--- config.mk ---
export PLATFORM = sky130hd
export DESIGN_NAME = txuart_arbiter
export DESIGN_NICKNAME = d
export VERILOG_FILES = /design/src/rtl/txuart_arbiter.sv
export SDC_FILE = /design/constraint.sdc
export NUM_CORES = 1
export LEC_CHECK = 0
export CORE_MARGIN = 2
export CORE_UTILIZATION = 50
export DETAILED_ROUTE_END_ITERATION = 7
export GPL_ROUTABILITY_DRIVEN = 0
export GPL_TIMING_DRIVEN = 0
export PLACE_DENSITY = 0.8
export SLEW_MARGIN = 15
export SYNTH_ARGS = -nofsm -noshare
export SYNTH_HDL_FRONTEND = slang
export SYNTH_SLANG_ARGS = --single-unit
--- constraint.sdc ---
create_clock -name i_clk -period 2.1 [get_ports i_clk]
set_input_delay 0.63 -clock i_clk [delete_from_list [all_inputs] [get_ports i_clk]]
set_output_delay 0.63 -clock i_clk [all_outputs]
set_load 0.01 [all_outputs]
--- src/rtl/txuart_arbiter.sv ---
// txuart_arbiter: round-robin sharing of one UART transmitter among NREQ one-byte holding buffers,
// with an optional channel tag byte sent ahead of each payload.
module txuart_arbiter #(
    parameter int         NREQ     = 4,
    parameter bit         OPT_TAG  = 1'b0,
    parameter logic [7:0] TAG_BASE = 8'hF8
) (
    input  logic              i_clk,
    input  logic              i_reset_n,
    input  logic [NREQ-1:0]   i_req_wr,
    input  logic [8*NREQ-1:0] i_req_data,
    output logic [NREQ-1:0]   o_req_busy,
    output logic              o_tx_wr,
    output logic [7:0]        o_tx_data,
    input  logic              i_tx_busy,
    output logic [NREQ-1:0]   o_grant,
    output logic [15:0]       o_sent_count
);
    localparam int IW = $clog2(NREQ);
    typedef enum logic [1:0] {IDLE, TAG, DATA} state_t;
    state_t          state_q;
    logic [NREQ-1:0] full_q, full_d, busy_q, grant_q, clr;
    logic [7:0]      buf_q [NREQ];
    logic [IW-1:0]   ptr_q, g_q, win, c;
    logic            found, accept, tx_wr_q;
    logic [7:0]      tx_data_q;
    logic [15:0]     cnt_q;

    assign accept = tx_wr_q && !i_tx_busy;
    assign clr    = (state_q == DATA && accept) ? NREQ'(1) << g_q : '0;
    assign full_d = (full_q | (i_req_wr & ~busy_q)) & ~clr;

    // first full buffer after the last grant, wrapping modulo NREQ
    always_comb begin
        found = 1'b0;
        win   = '0;
        c     = '0;
        for (int i = 1; i <= NREQ; i++) begin
            c = IW'((int'(ptr_q) + i) % NREQ);
            if (!found && full_q[c]) begin
                found = 1'b1;
                win   = c;
            end
        end
    end

    always_ff @(posedge i_clk or negedge i_reset_n) begin
        if (!i_reset_n) begin
            state_q   <= IDLE;
            full_q    <= '0;
            busy_q    <= '0;
            grant_q   <= '0;
            ptr_q     <= IW'(NREQ - 1);
            g_q       <= '0;
            tx_wr_q   <= 1'b0;
            tx_data_q <= 8'h00;
            cnt_q     <= 16'h0000;
            for (int k = 0; k < NREQ; k++) buf_q[k] <= 8'h00;
        end else begin
            full_q <= full_d;
            // busy lags the full flag by one cycle on release so a write on the freeing cycle is refused
            busy_q <= full_d | full_q;
            for (int k = 0; k < NREQ; k++)
                if (i_req_wr[k] && !busy_q[k]) buf_q[k] <= i_req_data[8*k +: 8];
            case (state_q)
                IDLE: if (found) begin
                    g_q       <= win;
                    ptr_q     <= win;
                    grant_q   <= NREQ'(1) << win;
                    tx_wr_q   <= 1'b1;
                    tx_data_q <= OPT_TAG ? {TAG_BASE[7:3], 3'(win)} : buf_q[win];
                    state_q   <= OPT_TAG ? TAG : DATA;
                end
                TAG: if (accept) begin
                    tx_data_q <= buf_q[g_q];
                    state_q   <= DATA;
                end
                DATA: if (accept) begin
                    tx_wr_q <= 1'b0;
                    grant_q <= '0;
                    cnt_q   <= cnt_q + 16'd1;
                    state_q <= IDLE;
                end
                default: state_q <= IDLE;
            endcase
        end
    end

    assign o_req_busy   = busy_q;
    assign o_tx_wr      = tx_wr_q;
    assign o_tx_data    = tx_data_q;
    assign o_grant      = grant_q;
    assign o_sent_count = cnt_q;
endmodule

---- After elaboration in Yosys (flattened, before gate mapping) ----
Index checks and enable logic that the tools add are counted.
cells by class
  $add $sub $neg .......................... 5
  $lt $le $gt $ge ......................... 6
  equality and inequality tests ........... 5
  shift-type cells ........................ 2
  muxes and demuxes ....................... 36
  bitwise gates (word level) .............. 8
  reduce and logical (&&, ||, !) cells .... 25
operators by type and width
  operator                 count
  $mux W8                  6
  $bmux W8 S2              2
  $add A16 B1 Y16 const B  1
  $pmux W8 S2              1
  $mux W2                  7
  $lt A2 B3 Y1 const B     4
  $mux W4                  3
  $mux W1                  10
  $logic_and A1 B1 Y1      9
  $reduce_and A3 Y1        3
  $and A4 B4 Y4            2
  $bmux W1 S2              4
  $logic_not A1 Y1         8
  $not A4 Y4               2
  $or A4 B4 Y4             2
  $pmux W4 S2              1
  $shl A1 B2 Y4 const A    2
  $ge A3 B3 Y1 const B     2
  $ne A2 B2 Y1 const B     3
  $not A2 Y3               2
  $pmux W2 S3              1
  $add A2 B1 Y2 const B    2
  $add A2 B2 Y2 const B    2
  $reduce_and A2 Y1        2
  5 further kinds          6
storage, ports and cells
  flip-flop bits (word level) ............. 75
  bits of input ports ..................... 39
  output and inout bits ................... 33
  logic and storage cells ................. 100

---- Logic depth before layout (Yosys ltp) ----
  depth in word-level cells ............... 19
  mapped depth ............................ 6
  gate-level depth less buffers ........... 5

---- Least setup slack after synthesis ----
Ideal clock, no wire load.
  path kind ............................... input to register
  start ................................... in i_tx_busy
  end ..................................... reg cnt_q[13], in the netlist o_sent_count[13]
  library setup time ...................... 0.125 ns
  arrival time ............................ 1.579 ns
  required time ........................... 1.975 ns
  path slack .............................. 0.396 ns
  stages .................................. 5
  buffers on the path ..................... 1
  cell sequence ........................... nand2b_1 -> clkbuf_1 -> nor4_2 -> nand4_1 -> xnor2_1
between the ends
  longest elaborated chain between the ends .. 3
RTL lines
  item                         line  source
  from (decl)                  15    input logic i_tx_busy,
  $logic_not A1 Y1             29    assign accept = tx_wr_q && !i_tx_busy;
  $logic_and A1 B1 Y1          29
  $reduce_and A2 Y1 (no line)  n/a
  to (signal assigned)         81    cnt_q <= cnt_q + 16'd1;
  to (decl)                    27    logic [15:0] cnt_q;
Every way passes these cells.
A chain may end at the register's enable or synchronous reset.

---- Final worst setup path ----
  start ................................... reg cnt_q[4], in the netlist o_sent_count[4]
  end ..................................... out o_sent_count[4]
RTL lines
  item       line  source
  to (decl)  17    output logic [15:0] o_sent_count
No word-level cell between the ends.

==> key figures <==
Setup path
  • Worst Reg-to-Reg Cells: 5
  • Worst path slowest cell: clkdlybuf4s50_1
  • Reg-to-reg startpoint: ptr_q[1]$_DFFE_PN1P_
  • CP cell instances: clkdlybuf4s50_1
  • Reg2reg end: o_tx_data[3]$_DFFE_PN0P_
  • Worst path arrival time: 1.40 ns
  • Crit path to: o_sent_count[4]
  • Worst endpoint required time: 1.47 ns
  • Delay-heaviest family, CP: buffers and inverters
  • Crit-path max FO: 7
  • Critical path origin: o_sent_count[4]$_DFFE_PN0P_
  • WP depth: 1
  • Kind of critical path: reg -> out
  • R2R Setup Slk: 0.34 ns
  • CP Buf/Inv Count: 1
  • Setup crit start kind: flop
  • Crit. End Element: output port
  • CP max stage delay: around 0.58 ns

Yosys
  • Post-synthesis instance total: between 200 and 250
  • Most frequent cell after synthesis: dfrtp_1
  • Warning count from the yosys run: 0
  • Area leader, netlist: dfrtp_1
  • Yosys top cell area share: a little under three fifths
  • Synth top area cells: dfrtp_1 56%, mux2_2 11%, mux2i_1 5.4%, o221ai_2 3.8%, xnor2_1 3.3%
  • Register area share after synthesis: between 50 and 60%
  • Post-Syn Area per Cell: around 13 um2
  • Mapped Nets: 282
  • Library cells used by synthesis: 35
  • Synth Flop Type: dfrtp_1
  • Number of synthesized register bits: 73
  • Async SR Flop Fraction: 100%
  • Leading cell types by count after synthesis: 71 x dfrtp_1, 32 x mux2_2, 25 x nand2_1
  • Post-synth EDFFs: 0
  • Netlist Area Pre-Place: about 3100 um2

Routing
  • Initial drt markers: 79
  • Met2 wire length: 3120 um
  • Vias/cell: roughly 5.4
  • DRT met1 WL: ~2900 um
  • Routed wire length: between 6000 and 7000 um
  • DR WL/cell: ~16 um
  • Routed via count: 2169
  • Antenna Violating Nets Remaining: 0
  • DR top layer: met4
  • Met3 routed WL: 299 um
  • DRC viols: 0
  • First-pass detailed-route iteration total: 4

Finish
  • N_diodes: 0
  • Fin cells: ~410
  • Area Growth Syn to Fin: 34.0%
  • Layout Nets: around 370
  • Layout cells sized above 1: about 22%

Timing
  • Relative slew slack: a little over 60%
  • Fin. Hold Viols: 0
  • Slew Limit Fails: 0
  • Fmax achieved: around 490 MHz
  • RSZ-0062 raised after global routing: no
  • Final Skew: roughly 0.01 ns
  • Worst slew pin tran: roughly 0.57 ns
  • Setup Total Neg Slack: 0 ns
  • Final Cycle Share: a little over nine tenths
  • Final min period: slightly above 2 ns
  • Final setup fails: 0

Floorplanning
  • Height of the die: about 83 um
  • Chip width: roughly 83 um
  • Die area: roughly 6900 um2
  • Initial Util: ~53%
  • Cell Rows: 28
  • Core region area: about 6000 um2
  • I/O Pins: 72

GRT
  • Global-route usage over all layers: between 10% and 20%
  • Global-route wire length before repair: 10700 um
  • Largest net degree at the start of global routing: 52
  • Initial antenna violation count: 0
  • Vias in the first global route: 2239
  • GRT Residual Overflow: 0

Placed design
  • I/O Buffers: 71
  • Final HPWL from detailed placement: between 4000 and 5000 um
  • Placed Instances: 389

Pwr
  • Power Density: about 1400 nW/um2
  • Int Pwr: between 4 and 5 mW
  • Pleak: ~1.8 nW
  • Net Switching: roughly 2.1 mW
  • Sw frac: approximately 34%
  • Clk pwr share: 20.4%
  • Sequential power share: between 40% and 50%
  • Max VDD drop: approximately 0.92 mV
  • Logic pwr share: between 30 and 40%

CTS
  • Skew-Pair Late Insertion Delay: roughly 0.34 ns
  • Clk buf depth: 2
  • CTS tree: yes
  • CTS Hold Bufs: 0
  • Clock root buffer: clkbuf_8
  • Clock H-tree levels: 3
  • CTS Buf Count: 9
  • Clk pin slew, worst setup/hold paths: ~0.080 ns
  • CTS sink count: 73

Run status
  • Status: complete, no violations

Flow run
  • Max_cap viols: 0

Hold path
  • Hold Path Class: in -> async
routing by layer:
metal,vias to the layer above,track usage [%]
li1,1027,-
met1,1073,25.4
met2,59,31.5
met3,10,5.07
met4,0,8.35
met5,-,0
power by group through the flow:
stage                     Clock (mW)  Sequential, mW  Combinational [mW]
after global routing            1.33            2.55                2.60
after detailed placement           0            2.48                2.42
after CTS                       1.26            2.46                2.43
final                           1.24            2.46                2.40
after floorplan                    0            2.46                1.53
after global placement             0            2.46                2.36
worst min-delay path by stage:
stage / cells after the start / endpoint / startpoint
floorplan: 0 / buf_q[0]$_DFFE_PN0P_ / i_reset_n
global placement: 1 / o_sent_count[15]$_DFFE_PN0P_ / o_sent_count[15]$_DFFE_PN0P_
detailed placement: 1 / o_sent_count[15]$_DFFE_PN0P_ / o_sent_count[15]$_DFFE_PN0P_
CTS: 1 / o_grant[2]$_DFFE_PN0P_ / i_reset_n
global route: 1 / o_sent_count[0]$_DFFE_PN0P_ / i_reset_n
finish: 1 / o_grant[2]$_DFFE_PN0P_ / i_reset_n
cell usage in the layout (no fill, tap or decap), drive strengths merged, types with 3 or more instances in the layout:
master and instances:
dfrtp 71, clkdlybuf4s50 70, mux2 32, nand2 26, mux2i 17, clkbuf 16, xnor2 12, nor2 9
o221ai 8, nand3 8, buf 7, or2 6, nand4 5, nor2b 4, nand2b 4, a21oi 4
xor2 3
what timing repair did:
item                                    4_1_cts  5_1_grt
buffers inserted                              0        0
endpoints found under the setup margin        0        3
resized for setup                             0        2
logic make-up after synthesis:
family / synth area share [%]
flip-flops: 58.1
AND/OR/NAND/NOR: 11.0
multiplexers: 16.8
AO/OA/AOI/OAI: 7.43
XOR/XNOR: 4.17
buffers and inverters: 2.03
adder cells (fa/ha/maj): 0.397
sequential cells by signal, indices dropped and copies added, names as in the netlist:
register and cells:
o_tx_data 8, g_q 2, ptr_q 2, full_q 4, o_req_busy 4, buf_q 32
o_grant 4, o_tx_wr 1, o_sent_count 16
metrics by stage:
stage	hold slack [ns]	setup slack (ns)	util (%)	power [mW]	cell area [um2]
final	0.174	0.0745	70.4	6.11	4220
after global routing	0.183	0.0110	70.4	6.48	4220
after CTS	0.178	0.0677	70.2	6.16	4210
after global placement	0.460	-2.04	66.0	4.82	3950
after detailed placement	0.464	-0.252	66.4	4.90	3980
after floorplan	0.334	0.396	-	3.99	3150
area by class of cell:
| cell class | instances | area [um2] |
|---|---|---|
| fill | 410 | 1770 |
| multi-input combinational | 157 | 1270 |
| clock inverter | 5 | 77.6 |
| clock buffer | 11 | 151 |
| buffer | 10 | 56.3 |
| timing repair buffer | 72 | 736 |
| inverter | 2 | 7.51 |
| tap | 75 | 93.8 |
| sequential | 73 | 1830 |
No activity file was read; power rests on OpenSTA's default activity.
